===== config.mk =====
export PLATFORM = sky130hd
export DESIGN_NAME = hack_cpu_flat
export DESIGN_NICKNAME = d
export VERILOG_FILES = /design/src/rtl/hack_pkg.sv /design/src/rtl/hack_cpu_if.sv /design/src/rtl/hack_alu.sv /design/src/rtl/hack_inc16.sv /design/src/rtl/hack_pc.sv /design/src/rtl/hack_cpu.sv /design/src/flat_wrapper.sv
export SDC_FILE = /design/constraint.sdc
export NUM_CORES = 1
export LEC_CHECK = 0
export CORE_MARGIN = 4
export CORE_UTILIZATION = 52
export CTS_CLUSTER_DIAMETER = 120
export DETAILED_ROUTE_END_ITERATION = 7
export PLACE_DENSITY = 0.8
export SYNTH_ARGS = -nofsm -noshare
export SYNTH_HDL_FRONTEND = slang
export SYNTH_SLANG_ARGS = --single-unit
export TNS_END_PERCENT = 30

===== constraint.sdc =====
create_clock -name clk -period 7.82 [get_ports clk]
set_clock_uncertainty 0.15 [all_clocks]
set_input_delay 1.955 -clock clk [delete_from_list [all_inputs] [get_ports clk]]
set_output_delay 1.955 -clock clk [all_outputs]
set_load 0.03 [all_outputs]

===== src/rtl/hack_pkg.sv =====
// Shared constants for the Hack CPU: instruction field positions, phase encoding, widths.
package hack_pkg;

  localparam int PC_W   = 15;
  localparam int DATA_W = 16;

  localparam int A_FLAG  = 15;
  localparam int A_SEL   = 12;
  localparam int COMP_HI = 11;
  localparam int COMP_LO = 6;
  localparam int DEST_A  = 5;
  localparam int DEST_D  = 4;
  localparam int DEST_M  = 3;
  localparam int JMP_LT  = 2;
  localparam int JMP_EQ  = 1;
  localparam int JMP_GT  = 0;

  typedef enum logic {
    PH_FETCH = 1'b0,
    PH_EXEC  = 1'b1
  } phase_e;

endpackage


===== src/rtl/hack_cpu_if.sv =====
// Memory-side bus of the Hack CPU: ROM fetch, RAM access and phase indication.
interface hack_cpu_if;
  import hack_pkg::*;

  logic [DATA_W-1:0] instruction;
  logic [DATA_W-1:0] inM;
  logic [PC_W-1:0]   pc;
  logic [PC_W-1:0]   addressM;
  logic [DATA_W-1:0] outM;
  logic              writeM;
  logic              phase;

  modport master (
    input  instruction, inM,
    output pc, addressM, outM, writeM, phase
  );

  modport slave (
    output instruction, inM,
    input  pc, addressM, outM, writeM, phase
  );

endinterface


===== src/rtl/hack_alu.sv =====
// Hack ALU: optional zero/negate of each operand, AND or ADD, optional output negate.
module hack_alu (
  input  logic [15:0] x_i,
  input  logic [15:0] y_i,
  input  logic        zx_i,
  input  logic        nx_i,
  input  logic        zy_i,
  input  logic        ny_i,
  input  logic        f_i,
  input  logic        no_i,
  output logic [15:0] out_o,
  output logic        zr_o,
  output logic        ng_o
);

  logic [15:0] x0, x1, y0, y1, fr;

  always_comb begin
    x0 = zx_i ? 16'h0000 : x_i;
    x1 = nx_i ? ~x0 : x0;
    y0 = zy_i ? 16'h0000 : y_i;
    y1 = ny_i ? ~y0 : y0;
    fr = f_i ? (x1 + y1) : (x1 & y1);
    out_o = no_i ? ~fr : fr;
  end

  assign zr_o = (out_o == 16'h0000);
  assign ng_o = out_o[15];

endmodule


===== src/rtl/hack_inc16.sv =====
// 16-bit incrementer, wraps modulo 2^16.
module hack_inc16 (
  input  logic [15:0] in_i,
  output logic [15:0] out_o
);

  assign out_o = in_i + 16'd1;

endmodule


===== src/rtl/hack_pc.sv =====
// Program counter: synchronous reset, then load, then increment (modulo 2^PC_W).
module hack_pc
  import hack_pkg::*;
(
  input  logic            clk,
  input  logic            reset,
  input  logic            load_i,
  input  logic            inc_i,
  input  logic [PC_W-1:0] d_i,
  output logic [PC_W-1:0] q_o
);

  logic [PC_W-1:0] pc_q, pc_d;
  logic [15:0]     inc_out;
  logic            unused_inc_msb;

  // The shared 16-bit incrementer's carry past PC_W is dropped, giving the wrap.
  hack_inc16 u_inc (
    .in_i  ({{(16-PC_W){1'b0}}, pc_q}),
    .out_o (inc_out)
  );
  assign unused_inc_msb = inc_out[15];

  always_comb begin
    pc_d = pc_q;
    if (reset)       pc_d = '0;
    else if (load_i) pc_d = d_i;
    else if (inc_i)  pc_d = inc_out[PC_W-1:0];
  end

  always_ff @(posedge clk) begin
    pc_q <= pc_d;
  end

  assign q_o = pc_q;

endmodule


===== src/rtl/hack_cpu.sv =====
// Two-phase Hack CPU core: FETCH presents addresses, EXEC decodes and commits A/D/PC/M.
module hack_cpu
  import hack_pkg::*;
(
  input  logic       clk,
  input  logic       reset,
  hack_cpu_if.master bus
);

  phase_e            state_q, state_d;
  logic [DATA_W-1:0] a_q, a_d;
  logic [DATA_W-1:0] d_q, d_d;

  logic              exec, is_c, jump;
  logic [DATA_W-1:0] alu_y, alu_out;
  logic              alu_zr, alu_ng;
  logic [5:0]        comp;
  logic [PC_W-1:0]   pc_val;

  assign exec = (state_q == PH_EXEC);
  assign is_c = bus.instruction[A_FLAG];
  assign comp = bus.instruction[COMP_HI:COMP_LO];
  assign alu_y = bus.instruction[A_SEL] ? bus.inM : a_q;

  hack_alu u_alu (
    .x_i   (d_q),
    .y_i   (alu_y),
    .zx_i  (comp[5]),
    .nx_i  (comp[4]),
    .zy_i  (comp[3]),
    .ny_i  (comp[2]),
    .f_i   (comp[1]),
    .no_i  (comp[0]),
    .out_o (alu_out),
    .zr_o  (alu_zr),
    .ng_o  (alu_ng)
  );

  always_comb begin
    jump = exec & is_c & ~reset &
           ((bus.instruction[JMP_LT] & alu_ng) |
            (bus.instruction[JMP_EQ] & alu_zr) |
            (bus.instruction[JMP_GT] & ~alu_ng & ~alu_zr));
  end

  always_comb begin
    state_d = state_q;
    a_d     = a_q;
    d_d     = d_q;
    if (reset) begin
      state_d = PH_FETCH;
      a_d     = '0;
      d_d     = '0;
    end else begin
      case (state_q)
        PH_FETCH: state_d = PH_EXEC;
        PH_EXEC: begin
          state_d = PH_FETCH;
          if (!is_c) begin
            a_d = bus.instruction;
          end else begin
            if (bus.instruction[DEST_A]) a_d = alu_out;
            if (bus.instruction[DEST_D]) d_d = alu_out;
          end
        end
        default: state_d = PH_FETCH;
      endcase
    end
  end

  always_ff @(posedge clk) begin
    state_q <= state_d;
    a_q     <= a_d;
    d_q     <= d_d;
  end

  // Jump target is the pre-edge A, so a same-instruction A write cannot redirect it.
  hack_pc u_pc (
    .clk    (clk),
    .reset  (reset),
    .load_i (jump),
    .inc_i  (exec & ~jump),
    .d_i    (a_q[PC_W-1:0]),
    .q_o    (pc_val)
  );

  assign bus.pc       = pc_val;
  assign bus.addressM = a_q[PC_W-1:0];
  assign bus.outM     = alu_out;
  assign bus.writeM   = exec & is_c & bus.instruction[DEST_M] & ~reset;
  assign bus.phase    = (state_q == PH_EXEC);

endmodule


===== src/flat_wrapper.sv =====
// flat-port wrapper written by rule: the top's interface ports become plain ports
module hack_cpu_flat import hack_pkg::*;
  (clk, reset, bus_instruction, bus_inM, bus_pc, bus_addressM, bus_outM, bus_writeM, bus_phase);
  hack_cpu_if bus_i ();
  input  logic clk;
  input  logic reset;
  input wire logic [$bits(bus_i.instruction)-1:0] bus_instruction;
  input wire logic [$bits(bus_i.inM)-1:0] bus_inM;
  output wire logic [$bits(bus_i.pc)-1:0] bus_pc;
  output wire logic [$bits(bus_i.addressM)-1:0] bus_addressM;
  output wire logic [$bits(bus_i.outM)-1:0] bus_outM;
  output wire logic [$bits(bus_i.writeM)-1:0] bus_writeM;
  output wire logic [$bits(bus_i.phase)-1:0] bus_phase;
  assign bus_i.instruction = bus_instruction;
  assign bus_i.inM = bus_inM;
  assign bus_pc = bus_i.pc;
  assign bus_addressM = bus_i.addressM;
  assign bus_outM = bus_i.outM;
  assign bus_writeM = bus_i.writeM;
  assign bus_phase = bus_i.phase;
  hack_cpu u_core (.clk(clk), .reset(reset), .bus(bus_i));
endmodule

== After elaboration in Yosys (flattened, before gate mapping) ==
Index checks and enable logic that the tools add are counted.
Word-level totals
  register bits after elaboration: 48
  latch bits: 0
  bits in writable memories: 0
  memory bits (read-only): 0
  bits of input ports: 34
  output and inout bits: 48
  logic and storage cells: 44
  memories: 0
Cells by class
  add/sub/neg operators: 2
  multipliers: 0
  div/mod/pow operators: 0
  magnitude comparators: 0
  equality and inequality tests: 1
  shift operators: 0
  mux-type cells: 12
  bitwise gates (word level): 21
  reductions and logical operators: 4
Operators with widths (number)
  2-to-1 mux 16 bit: 9
  inverter 16 bit: 3
  2-to-1 mux 15 bit: 2
  adder 16 bit: 1
  AND 16 bit: 1
  logical NOT 16 bit: 1
  adder 15 x 1 -> 15 bit (second input constant): 1
  AND 1 bit: 10
  inverter 1 bit: 5
  AND reduction 3 bit: 1
  != test 2 bit (second input constant): 1
  OR 1 bit: 2
  case mux 1 bit (2 select lines): 1
  AND reduction 2 bit: 1
  nonzero test 2 bit: 1

== Logic depth before layout (Yosys ltp) ==
Gate-level depths: netlist (run 1).
  depth in word-level cells: 17
  gate-level depth with buffers: 19
  gate-level depth less buffers: 16

== Hierarchy ==
A second synthesis (run 1) with hierarchy kept.
Second synthesis, totals
  cells, all modules: 566
  area, all modules: 4728.3 sq um
Modules (own cells, without submodules)
  hack_alu: instances 1, cells each 267, area each 1906.8 sq um
  hack_cpu: instances 1, cells each 189, area each 1764.2 sq um
  hack_pc: instances 1, cells each 67, area each 759.5 sq um
  hack_inc16: instances 1, cells each 43, area each 297.8 sq um

== Worst setup path before layout (run 1) ==
No wires, ideal clock.
  path kind: input port to output port
  from: in bus_instruction[12]
  to: out bus_outM[12]
  arrival time: 5.460 ns
  setup slack: 0.255 ns
  stages: 13
  path buffers: 2
  path through: clkbuf_1 > clkbuf_1 > mux2i_1 > nor2_1 > xor2_1 > ha_1 > fa_1 > a211oi_2 > o211ai_2 > a211oi_1 > a41o_1 > a21oi_1 > xnor2_1
On the way
  cells in the longest elaborated chain, start to end: 8
  elaborated cells between the ends (all ways): 9
RTL lines
  start, declared: line flat_wrapper.sv:7  | input wire logic [$bits(bus_i.instruction)-1:0] bus_instruction;
  2-to-1 mux 16 bit *: line hack_cpu.sv:23  | assign alu_y = bus.instruction[A_SEL] ? bus.inM : a_q;
  2-to-1 mux 16 bit *: line hack_alu.sv:21  | y0 = zy_i ? 16'h0000 : y_i;
  inverter 16 bit: line hack_alu.sv:22  | y1 = ny_i ? ~y0 : y0;
  2-to-1 mux 16 bit *: line hack_alu.sv:22
  adder 16 bit / AND 16 bit (equally long branches): line hack_alu.sv:23  | fr = f_i ? (x1 + y1) : (x1 & y1);
  2-to-1 mux 16 bit *: line hack_alu.sv:23
  inverter 16 bit: line hack_alu.sv:24  | out_o = no_i ? ~fr : fr;
  2-to-1 mux 16 bit *: line hack_alu.sv:24
  end, declared: line flat_wrapper.sv:11  | output wire logic [$bits(bus_i.outM)-1:0] bus_outM;
Every way passes the cells marked *; elsewhere a longest branch is shown, timed or not.

== Worst setup path after layout (run 1) ==
  from: in bus_instruction[12]
  to: out bus_outM[14]
Same word-level chain as after synthesis.

==> flow_summary.yaml, run 1 <==
synth:
  synth_cell_type_count: 58
  synth_edf_count: 0
  yosys.area.top_type: "dfxtp_1"
  post_synth.cell_area_avg_um2: 7.805
  yosysTopAreaCellShare_pct: 22.55
  synth.cell_area_mm2: 0.004262
  postSynthNetCount: 598
  yosys-top-cells-area: "dfxtp_1 (23%), mux2i_1 (8.9%), xnor2_1 (6.6%), ha_1 (5.0%), nor2_1 (4.7%)"
  synth_cells: 546
  ys.flop_type: "dfxtp_1"
  sequential_share_of_the_synthesized_area_pct: 22.55
  async_s_r_ff_share_synth_pct: 0
  warnings_from_yosys: 0
  synth-seq-cells: 48
clock_network:
  cts.reportedPaths.clkPinSlew_ns: 0.09
  htree_num_levels: 2
  insertion_delay_ns: 0.30
  cts_root_buffer: "clkbuf_8"
  cts_tree: "yes"
  holdBufCountCts: 0
  cts.repair_timing.setup_buffer_count: 0
  ctsLongestPathBuffers: 2
  numClockSinks: 48
  cts_inserted_buffers: 5
global_routing:
  globalRoute.totalOverflow: 0
  vias_in_the_first_global_route: 3936
  use_met1_pct: 31.49
  met2_usage_pct: 39.78
  gr-max-usage-layer: "met2"
  antenna_found_initial: 0
  grt_max_degree: 67
  met3_usage_pct: 3.892
  first_pass_grt_wire_length_um: 19250
  grt_util_all_layers_pct: 23.67
finish:
  design_area_mm2: 0.005214
  post_route_cells_drive_above_1_share_pct: 9.031
  n_antenna_cell: 0
  finalNetCount: 660
  layout-area-overhead-vs-synth_pct: 22.34
  layout.cells.non_filler: 711
timing:
  maxSlewViolCount: 0
  worst_pin_slew_ns: 0.9429
  final.min_clock_period_ns: 7.618
  final_worst_path_cycle_share_pct: 97.42
  final.setup.tns_ns: 0
  finalHoldViolations: 0
  max-slew-margin-rel_pct: 36.94
  rsz0062_at_grt: "true"
  timing.final.setup_violations: 0
  max_freq_mhz: 131.3
min_path:
  min_from: "u_core.d_q[7]"
  hold-path-endpoint: "u_core.d_q[7]"
  hold_path.class: "flip-flop to flip-flop"
  timing.hold.worst_path_depth: 2
critical_path:
  worst_ep_required_time_ns: 5.72
  crit_top_cell: "xor2_1"
  endpoint_of_the_most_critical_register_to_register_path: "u_core.u_pc.q_o[1]"
  crit_fanout: 3
  critPathBufInv: 3
  crit_chain: "clkdlybuf4s50_1 > mux2i_1 > nor2_1 > xor2_1 > ha_1 > fa_1 > a211oi_2 > o211ai_2 > nand4_1 > a21boi_0 > or3_1 > a31oi_1 > xor2_1 > inv_1 > dlygate4sd2_1"
  crit_arrival_ns: 5.51
  critical_path.startpoint_type: "input pin"
  worst_r2r_startpoint: "u_core.a_q[0]"
  worstSetupEndpointType: "output pin"
  critical_path.top_delay_family: "buffers and inverters"
  worstSetupPathType: "input pin to output pin"
  delay_of_the_slowest_critical_path_stage_ns: 0.55
  worstRegToRegCells: 17
  reg2reg_setup_slack_ns: 2.90
  crit_slowest_cell: "clkdlybuf4s50_1"
power:
  irDropWorstVdd_v: 0.0001380
  leakage_uw: 0.002104
  pwr-share-comb_pct: 52.1
  p_per_area_mw_per_mm2: 175.8
  pwr-share-seq_pct: 30.6
  p_clk_share_pct: 17.3
  internal_power_uw: 536.0
  fin_total_pwr_uw: 916.6
  power_switching_share_pct: 41.52
  switching_power_summed_over_all_nets_uw: 380.6
floorplan:
  chipHeight_um: 98.53
  floorplan.io_pins: 82
  floorplan.rows: 32
  die_boundary_width_um: 98.53
  die_area_mm2: 0.009708
  initial_core_util_pct: 54.30
  fp.coreArea_mm2: 0.007848
routing:
  drt_wl_cell_um: 16.92
  drcViolationCount: 0
  post_detailed_route_count_of_antenna_violating_nets: 0
  vias: 4195
  route.final.wire_length_um: 12030
  detailedRoute.firstIterationViolations: 277
  drt_pass1_iterations: 4
  drt-vias-per-instance: 5.900
placement:
  post_dp_cell_area_mm2: 0.005104
  number_of_input_and_output_port_buffers_inserted: 81
  numPlacedInstances: 703
  detailedPlacementHpwl_um: 9126
  routabilityCongestion: 0.9092
outcome:
  status: "complete, no violations"
flow_run:
  timing.max_cap.violations: 0
[Yosys cell counts, types with 4 or more instances]
cell type	number
a211oi_1	18
a21o_1	7
a21oi_1	34
a2bb2oi_1	4
a31oi_1	8
and3_1	11
buf_1	5
buf_2	5
buf_4	17
clkbuf_1	23
dfxtp_1	48
ha_1	17
inv_1	16
mux2i_1	38
nand2_1	47
nand2b_1	18
nand3_1	18
nand3b_1	12
nand4_1	10
nor2_1	53
nor2b_1	5
nor3_1	9
nor3b_1	8
o211ai_1	7
o21ai_0	8
xnor2_1	32
xor2_1	21
[kinds of logic (layout without fill, tap and decap cells)]
kind of cell | after synthesis | after routing | synth area share, %
flip-flops | 48 | 48 | 22.55
XOR/XNOR | 53 | 53 | 10.89
adder cells (fa/ha/maj) | 18 | 18 | 5.461
multiplexers | 38 | 38 | 8.925
AO/OA/AOI/OAI | 116 | 116 | 19.55
buffers and inverters | 68 | 131 | 7.810
AND/OR/NAND/NOR | 205 | 205 | 24.81
[placed cells by master, fill, tap and decap left out, types with 10 or more instances in the layout]
cell type         n
nand2_1          47
nand3_1          18
dfxtp_1          48
nand3b_1         12
inv_1            16
xor2_1           21
nand2b_1         18
nor2_1           53
nand4_1          10
a211oi_1         18
clkdlybuf4s50_1  69
xnor2_1          31
a21oi_1          32
and3_1           11
mux2i_1          38
buf_4            33
ha_1             17
[worst max path at each step]
stage,endpoint,cells after the start,startpoint,slack (ns)
6_report,bus_outM[14],15,bus_instruction[12],0.20
5_1_grt,bus_outM[14],15,bus_instruction[12],-0.04
4_1_cts,bus_outM[13],16,bus_instruction[12],0.009
3_5_place_dp,bus_outM[14],15,bus_instruction[12],-0.02
3_3_place_gp,bus_outM[14],15,bus_instruction[12],0.11
2_1_floorplan,bus_outM[12],13,bus_instruction[12],0.25
[worst min-delay path: stages, from the launching register on]
cell and delay, ns:
dfxtp_1 0.32, nand2_1 0.05, a21oi_1 0.05
[layer usage]
metal	wire (um)	up-vias
li1	-	2055
met1	5196	1973
met3	658	25
met5	0	-
met4	280	0
met2	5891	142
[through the flow]
stage / hold WS, ns / utilization [%] / setup WS (ns)
after floorplan: 0.2813 / - / 0.2550
after global placement: 0.2918 / 65.04 / 0.1070
after detailed placement: 0.2967 / 65.04 / -0.02187
after CTS: 0.3094 / 66.21 / 0.009368
after global routing: 0.3366 / 66.44 / -0.03612
final: 0.3125 / 66.44 / 0.2021
[power groups by stage]
stage	logic, uW	registers (uW)	clock network [uW]
after CTS	475	280	160
final	478	280	159
after global placement	464	285	0
after floorplan	310	288	0
after detailed placement	474	285	0
after global routing	513	283	171
[layout make-up]
cell class                      instances  area (um2)
Clock buffer                            7       86.33
Clock inverter                          1       7.507
Fill cell                             662        2634
Inverter                               17       63.81
Multi-Input combinational cell        430        2983
Sequential cell                        48       960.9
Tap cell                              102       127.6
Timing Repair Buffer                  106       984.7
[state kept, by name, indices dropped and copies added, names as in the netlist]
name	cells
u_core.a_q	16
u_core.bus.phase	1
u_core.d_q	16
u_core.u_pc.q_o	15
[what timing repair did]
action / in CTS / in global routing
setup endpoints to repair: 1 / 3
resized for setup: 1 / 4
pin swaps: 0 / 0
Note: power is estimated with default switching activity, not from simulation.
==> run 2: changes to the inputs <==
- PLACE_DENSITY: 0.8 -> 0.79
- SYNTH_HIERARCHICAL: not set -> 1
==> flow_summary.yaml, run 2 <==
power:
  pwr-share-comb_pct: 56.2
  pwr-share-seq_pct: 27.6
  leakage_uw: 0.002179
  internal_power_uw: 586.4
  irDropWorstVdd_v: 0.0001209
  fin_total_pwr_uw: 1013
  switching_power_summed_over_all_nets_uw: 426.6
  p_per_area_mw_per_mm2: 173.6
  p_clk_share_pct: 16.2
  power_switching_share_pct: 42.11
routing:
  drt_wl_cell_um: 18.73
  drt_pass1_iterations: 4
  drt-vias-per-instance: 5.849
  vias: 4404
  drcViolationCount: 0
  post_detailed_route_count_of_antenna_violating_nets: 0
  route.final.wire_length_um: 14100
  detailedRoute.firstIterationViolations: 275
synth:
  postSynthNetCount: 614
  synth_cells: 562
  post_synth.cell_area_avg_um2: 8.369
  synth.cell_area_mm2: 0.004703
  warnings_from_yosys: 6
global_routing:
  grt_util_all_layers_pct: 26.82
  grt_max_degree: 52
  vias_in_the_first_global_route: 4282
  first_pass_grt_wire_length_um: 22330
  globalRoute.totalOverflow: 0
  antenna_found_initial: 0
critical_path:
  worst_ep_required_time_ns: 5.72
  delay_of_the_slowest_critical_path_stage_ns: 0.55
  crit_slowest_cell: "clkdlybuf4s50_1"
  worst_r2r_startpoint: "u_core/a_q[0]"
  crit_chain: "clkdlybuf4s50_1 > mux2_2 > nand2b_1 > xnor2_1 > ha_1 > fa_1 > a211oi_4 > buf_4 > o21ai_0 > a21oi_1 > o311ai_1 > or3_2 > a31oi_2 > xnor2_1 > buf_4"
  critical_path.startpoint_type: "input pin"
  crit_arrival_ns: 5.65
  worstSetupEndpointType: "output pin"
  critical_path.top_delay_family: "buffers and inverters"
  critical_path.startpoint: "bus_instruction[12]"
  worstSetupPathType: "input pin to output pin"
  crit_fanout: 4
  critPathBufInv: 3
timing:
  maxSlewViolCount: 0
  finalHoldViolations: 0
  max-slew-margin-rel_pct: 42.87
  timing.final.setup_violations: 0
  final.setup.tns_ns: 0
  max_freq_mhz: 128.9
  final.min_clock_period_ns: 7.757
  holdWs_ns: 0.3113
  rsz0062_at_grt: "true"
  worst_pin_slew_ns: 0.8557
  final_worst_path_cycle_share_pct: 99.19
finish:
  utilization_pct: 66.59
  finalNetCount: 696
  area_taken_by_multi_input_logic_gates_mm2: 0.003371
  layout_common_cells: "clkdlybuf4s50_1 (68), nand2_1 (53), xnor2_1 (53)"
  final-seq-area_um2: 960.9
  n_antenna_cell: 0
  layout.cells.non_filler: 753
  layout-area-overhead-vs-synth_pct: 24.08
  post_route_cells_drive_above_1_share_pct: 19.53
  final_common_cell: "clkdlybuf4s50_1"
  fillers: 758
floorplan:
  fp.coreArea_mm2: 0.008763
  die_area_mm2: 0.01063
  initial_core_util_pct: 53.67
  chipHeight_um: 103.1
  floorplan.io_pins: 82
  floorplan.rows: 34
  die_boundary_width_um: 103.1
placement:
  detailedPlacementHpwl_um: 10990
  numPlacedInstances: 745
  routabilityCongestion: 0.9647
  number_of_input_and_output_port_buffers_inserted: 81
min_path:
  hold_path.class: "flip-flop to flip-flop"
  min_from: "u_core/d_q[2]"
clock_network:
  ctsLongestPathBuffers: 2
  cts.repair_timing.setup_buffer_count: 0
  numClockSinks: 48
  holdBufCountCts: 0
  cts_tree: "yes"
  insertion_delay_ns: 0.31
  cts.reportedPaths.clkPinSlew_ns: 0.10
  htree_num_levels: 2
  cts_root_buffer: "clkbuf_8"
  cts_inserted_buffers: 5
outcome:
  status: "complete, no violations"
flow_run:
  timing.max_cap.violations: 0
[run 2: worst register-to-register path, stage by stage, from the launching register on]
cell	delay, ns
dfxtp_1	0.36
mux2_2	0.27
nand2b_1	0.09
xnor2_1	0.10
ha_1	0.23
fa_1	0.43
a211oi_4	0.26
buf_4	0.17
o2111a_1	0.22
a311o_1	0.20
o21ai_0	0.10
or4b_1	0.51
a221o_1	0.38
or4b_1	0.56
nor4_2	0.28
nor3b_1	0.11
a221oi_2	0.24
o31a_1	0.23
buf_12	0.18
mux2i_1	0.26
a211oi_2	0.10
[run 2: repair_timing]
action / in CTS / in global routing
endpoints found under the setup margin: 2 / 14
pin swaps: 0 / 0
gates resized for setup: 2 / 4
[run 2: area by class of cell]
type / instances / share of cell area (%)
Inverter: 14 / 0.9005
Multi-Input combinational cell: 450 / 57.76
Sequential cell: 48 / 16.47
Tap cell: 108 / 2.316
Timing Repair Buffer: 125 / 20.90
Clock inverter: 2 / 0.2358
Clock buffer: 6 / 1.415
[run 2: per-layer routing]
layer | vias to the layer above | global-route usage [%] | share of wire [%]
met4 | 0 | 5.777 | 1.8
met5 | - | 0 | 0
met1 | 2110 | 34.04 | 43
met2 | 125 | 48.35 | 50
met3 | 16 | 3.451 | 5.2
li1 | 2153 | - | -
[run 2: power groups by stage]
stage / registers (uW) / clock network (uW) / logic (uW)
after global routing: 282 / 175 / 605
after floorplan: 287 / 0 / 341
after global placement: 284 / 0 / 553
after CTS: 280 / 167 / 562
after detailed placement: 285 / 0 / 558
final: 280 / 164 / 569
[run 2: path summary, 6_finish.rpt]
check             slack [ns]  cells after the start             endpoint
setup / recovery        0.06                     15         bus_outM[14]
hold / removal          0.31                      2        u_core/d_q[2]
setup reg to reg        2.26                     20  u_core/u_pc/q_o[11]
hold reg to reg         0.31                      2        u_core/d_q[2]
[run 2: per-stage QoR]
stage / cell area (um2) / worst slack, ns
6_report: 5836 / 0.06316
5_1_grt: 5836 / -0.07992
4_1_cts: 5823 / 0.01158
3_5_place_dp: 5722 / -0.03504
3_3_place_gp: 5722 / -0.01655
2_1_floorplan: 4703 / 0.4607
==> run 3: changes to the inputs <==
- CORE_ASPECT_RATIO: not set -> 1.4
- CORE_MARGIN: 4 -> 3
- CTS_BUF_LIST: not set -> sky130_fd_sc_hd__clkbuf_8
==> flow_summary.yaml, run 3 (synthesis results as in run 2) <==
global_routing:
  vias_in_the_first_global_route: 4370
  grt_util_all_layers_pct: 26.16
  grt_max_degree: 52
  antenna_found_initial: 0
  globalRoute.totalOverflow: 0
  first_pass_grt_wire_length_um: 21730
critical_path:
  worst_r2r_startpoint: "u_core/a_q[0]"
  worst_ep_required_time_ns: 5.72
  crit_chain: "clkdlybuf4s50_1 > buf_4 > mux2_2 > nand2b_1 > xnor2_1 > ha_1 > o211ai_1 > o211ai_1 > a21boi_0 > o31ai_1 > xnor2_1 > o21ai_0 > xnor2_1 > buf_4 > buf_4"
  critPathBufInv: 4
  worstSetupPathType: "input pin to output pin"
  delay_of_the_slowest_critical_path_stage_ns: 0.52
  reg2reg_setup_slack_ns: 2.26
  crit_fanout: 8
  critical_path.startpoint_type: "input pin"
  critical_path.top_delay_family: "compound AO/OA/AOI/OAI gates"
  crit_slowest_cell: "clkdlybuf4s50_1"
  crit_arrival_ns: 5.58
  worstSetupEndpointType: "output pin"
  critical_path.startpoint: "bus_instruction[12]"
floorplan:
  floorplan.rows: 40
  die_area_mm2: 0.01024
  floorplan.io_pins: 82
  chipHeight_um: 118.5
  initial_core_util_pct: 54.01
  fp.coreArea_mm2: 0.008708
  die_boundary_width_um: 86.38
power:
  p_per_area_mw_per_mm2: 178.4
  leakage_uw: 0.002079
  switching_power_summed_over_all_nets_uw: 405.7
  internal_power_uw: 605.3
  pwr-share-comb_pct: 51.7
  irDropWorstVdd_v: 0.0001211
  power_switching_share_pct: 40.13
  pwr-share-seq_pct: 27.4
  fin_total_pwr_uw: 1011
  p_clk_share_pct: 21.0
clock_network:
  htree_num_levels: 2
  cts_root_buffer: "clkbuf_8"
  holdBufCountCts: 0
  cts_inserted_buffers: 5
  cts.reportedPaths.clkPinSlew_ns: 0.09
  numClockSinks: 48
  insertion_delay_ns: 0.31
  ctsLongestPathBuffers: 2
  cts_tree: "yes"
outcome:
  status: "complete, no violations"
placement:
  place_ws_ns: 0.08026
  detailedPlacementHpwl_um: 10420
  post_dp_cell_area_mm2: 0.005508
  number_of_input_and_output_port_buffers_inserted: 81
  routabilityCongestion: 0.9257
min_path:
  hold_path.class: "flip-flop to flip-flop"
  min_from: "u_core/d_q[9]"
routing:
  drt_pass1_iterations: 5
  route.final.wire_length_um: 13430
  post_detailed_route_count_of_antenna_violating_nets: 0
  drt_wl_cell_um: 18.39
  drt-vias-per-instance: 6.056
  detailedRoute.firstIterationViolations: 267
  vias: 4421
  drcViolationCount: 0
timing:
  final_worst_path_cycle_share_pct: 98.28
  max_freq_mhz: 130.1
  maxSlewViolCount: 0
  finalHoldViolations: 0
  rsz0062_at_grt: "false"
  final_critical_path_setup_slack_ns: 0.1348
  final.setup.tns_ns: 0
  final.min_clock_period_ns: 7.685
  worst_pin_slew_ns: 0.7232
  max-slew-margin-rel_pct: 51.65
  timing.final.setup_violations: 0
finish:
  n_antenna_cell: 0
  finalNetCount: 677
  final_common_cell: "clkdlybuf4s50_1"
  layout-area-overhead-vs-synth_pct: 20.51
  post_route_cells_drive_above_1_share_pct: 17.12
  layout_common_cells: "clkdlybuf4s50_1 (68), nand2_1 (53), xnor2_1 (53)"
  design_area_mm2: 0.005668
flow_run:
  timing.max_cap.violations: 0
[run 3: changes by cell type in the layout (fill, tap and decap cells not counted), sizes merged]
cell | before | now
clkbuf | 6 | 5
buf | 56 | 38
dlygate4sd2 | 1 | 0
clkinv | 1 | 0
bufinv | 0 | 2
inv | 15 | 14
[run 3: timing repair]
action	4_1_cts	5_1_grt
gates resized for setup	0	6
endpoints found under the setup margin	0	3
buffers inserted	0	2
endpoints found under the hold margin	0	0
[run 3: worst paths after layout]
| check | end | cells past startpoint |
|---|---|---|
| hold reg to reg | u_core/d_q[9] | 2 |
| setup / recovery | bus_outM[13] | 15 |
| setup reg to reg | u_core/u_pc/q_o[2] | 20 |
| hold / removal | u_core/d_q[9] | 2 |
[run 3: final cells by class]
cell class              instances  area [um2]
well taps                     105       131.4
fillers                       717        3040
inverters                      14       52.55
multi-input cells             450        3368
clock inverters                 2       60.06
repair buffers                106        1026
clock buffers                   5       68.82
flip-flops and latches         48       960.9
[run 3: metal layers]
metal | up-vias | share of wire (%) | track usage, %
met3 | 41 | 4.2 | 2.510
met4 | 0 | 4.0 | 11.11
met5 | - | 0 | 0
li1 | 2108 | - | -
met1 | 2112 | 39 | 30.89
met2 | 160 | 52 | 46.84
[run 3: power groups by stage]
| stage | registers [uW] | clock network [uW] | logic [uW] |
|---|---|---|---|
| global placement | 282 | 0 | 498 |
| detailed placement | 282 | 0 | 507 |
| finish | 277 | 212 | 522 |
| floorplan | 287 | 0 | 341 |
| CTS | 277 | 215 | 510 |
| global route | 279 | 223 | 555 |
[run 3: per-stage QoR]
step / hold slack [ns] / utilization [%] / cells
6_report: 0.3126 / 65.09 / 730
5_1_grt: 0.3349 / 65.09 / 730
4_1_cts: 0.3103 / 64.73 / 728
3_5_place_dp: 0.2979 / 63.25 / 721
3_3_place_gp: 0.2928 / 63.25 / 721
2_1_floorplan: 0.2868 / - / 562
[run 3: worst reg2reg max path, cell delays in order, from the launching register on]
cell	delay (ns)
dfxtp_1	0.42
mux2_2	0.18
nand2b_1	0.07
xnor2_1	0.14
ha_1	0.23
fa_2	0.38
a211oi_4	0.32
buf_4	0.17
o2111a_1	0.20
a311o_1	0.19
o21ai_0	0.10
or4b_1	0.52
a221o_1	0.35
or4b_1	0.52
nor4_2	0.27
nor3b_1	0.09
a221oi_1	0.39
o31a_1	0.23
buf_12	0.18
mux2i_1	0.26
a211oi_2	0.10
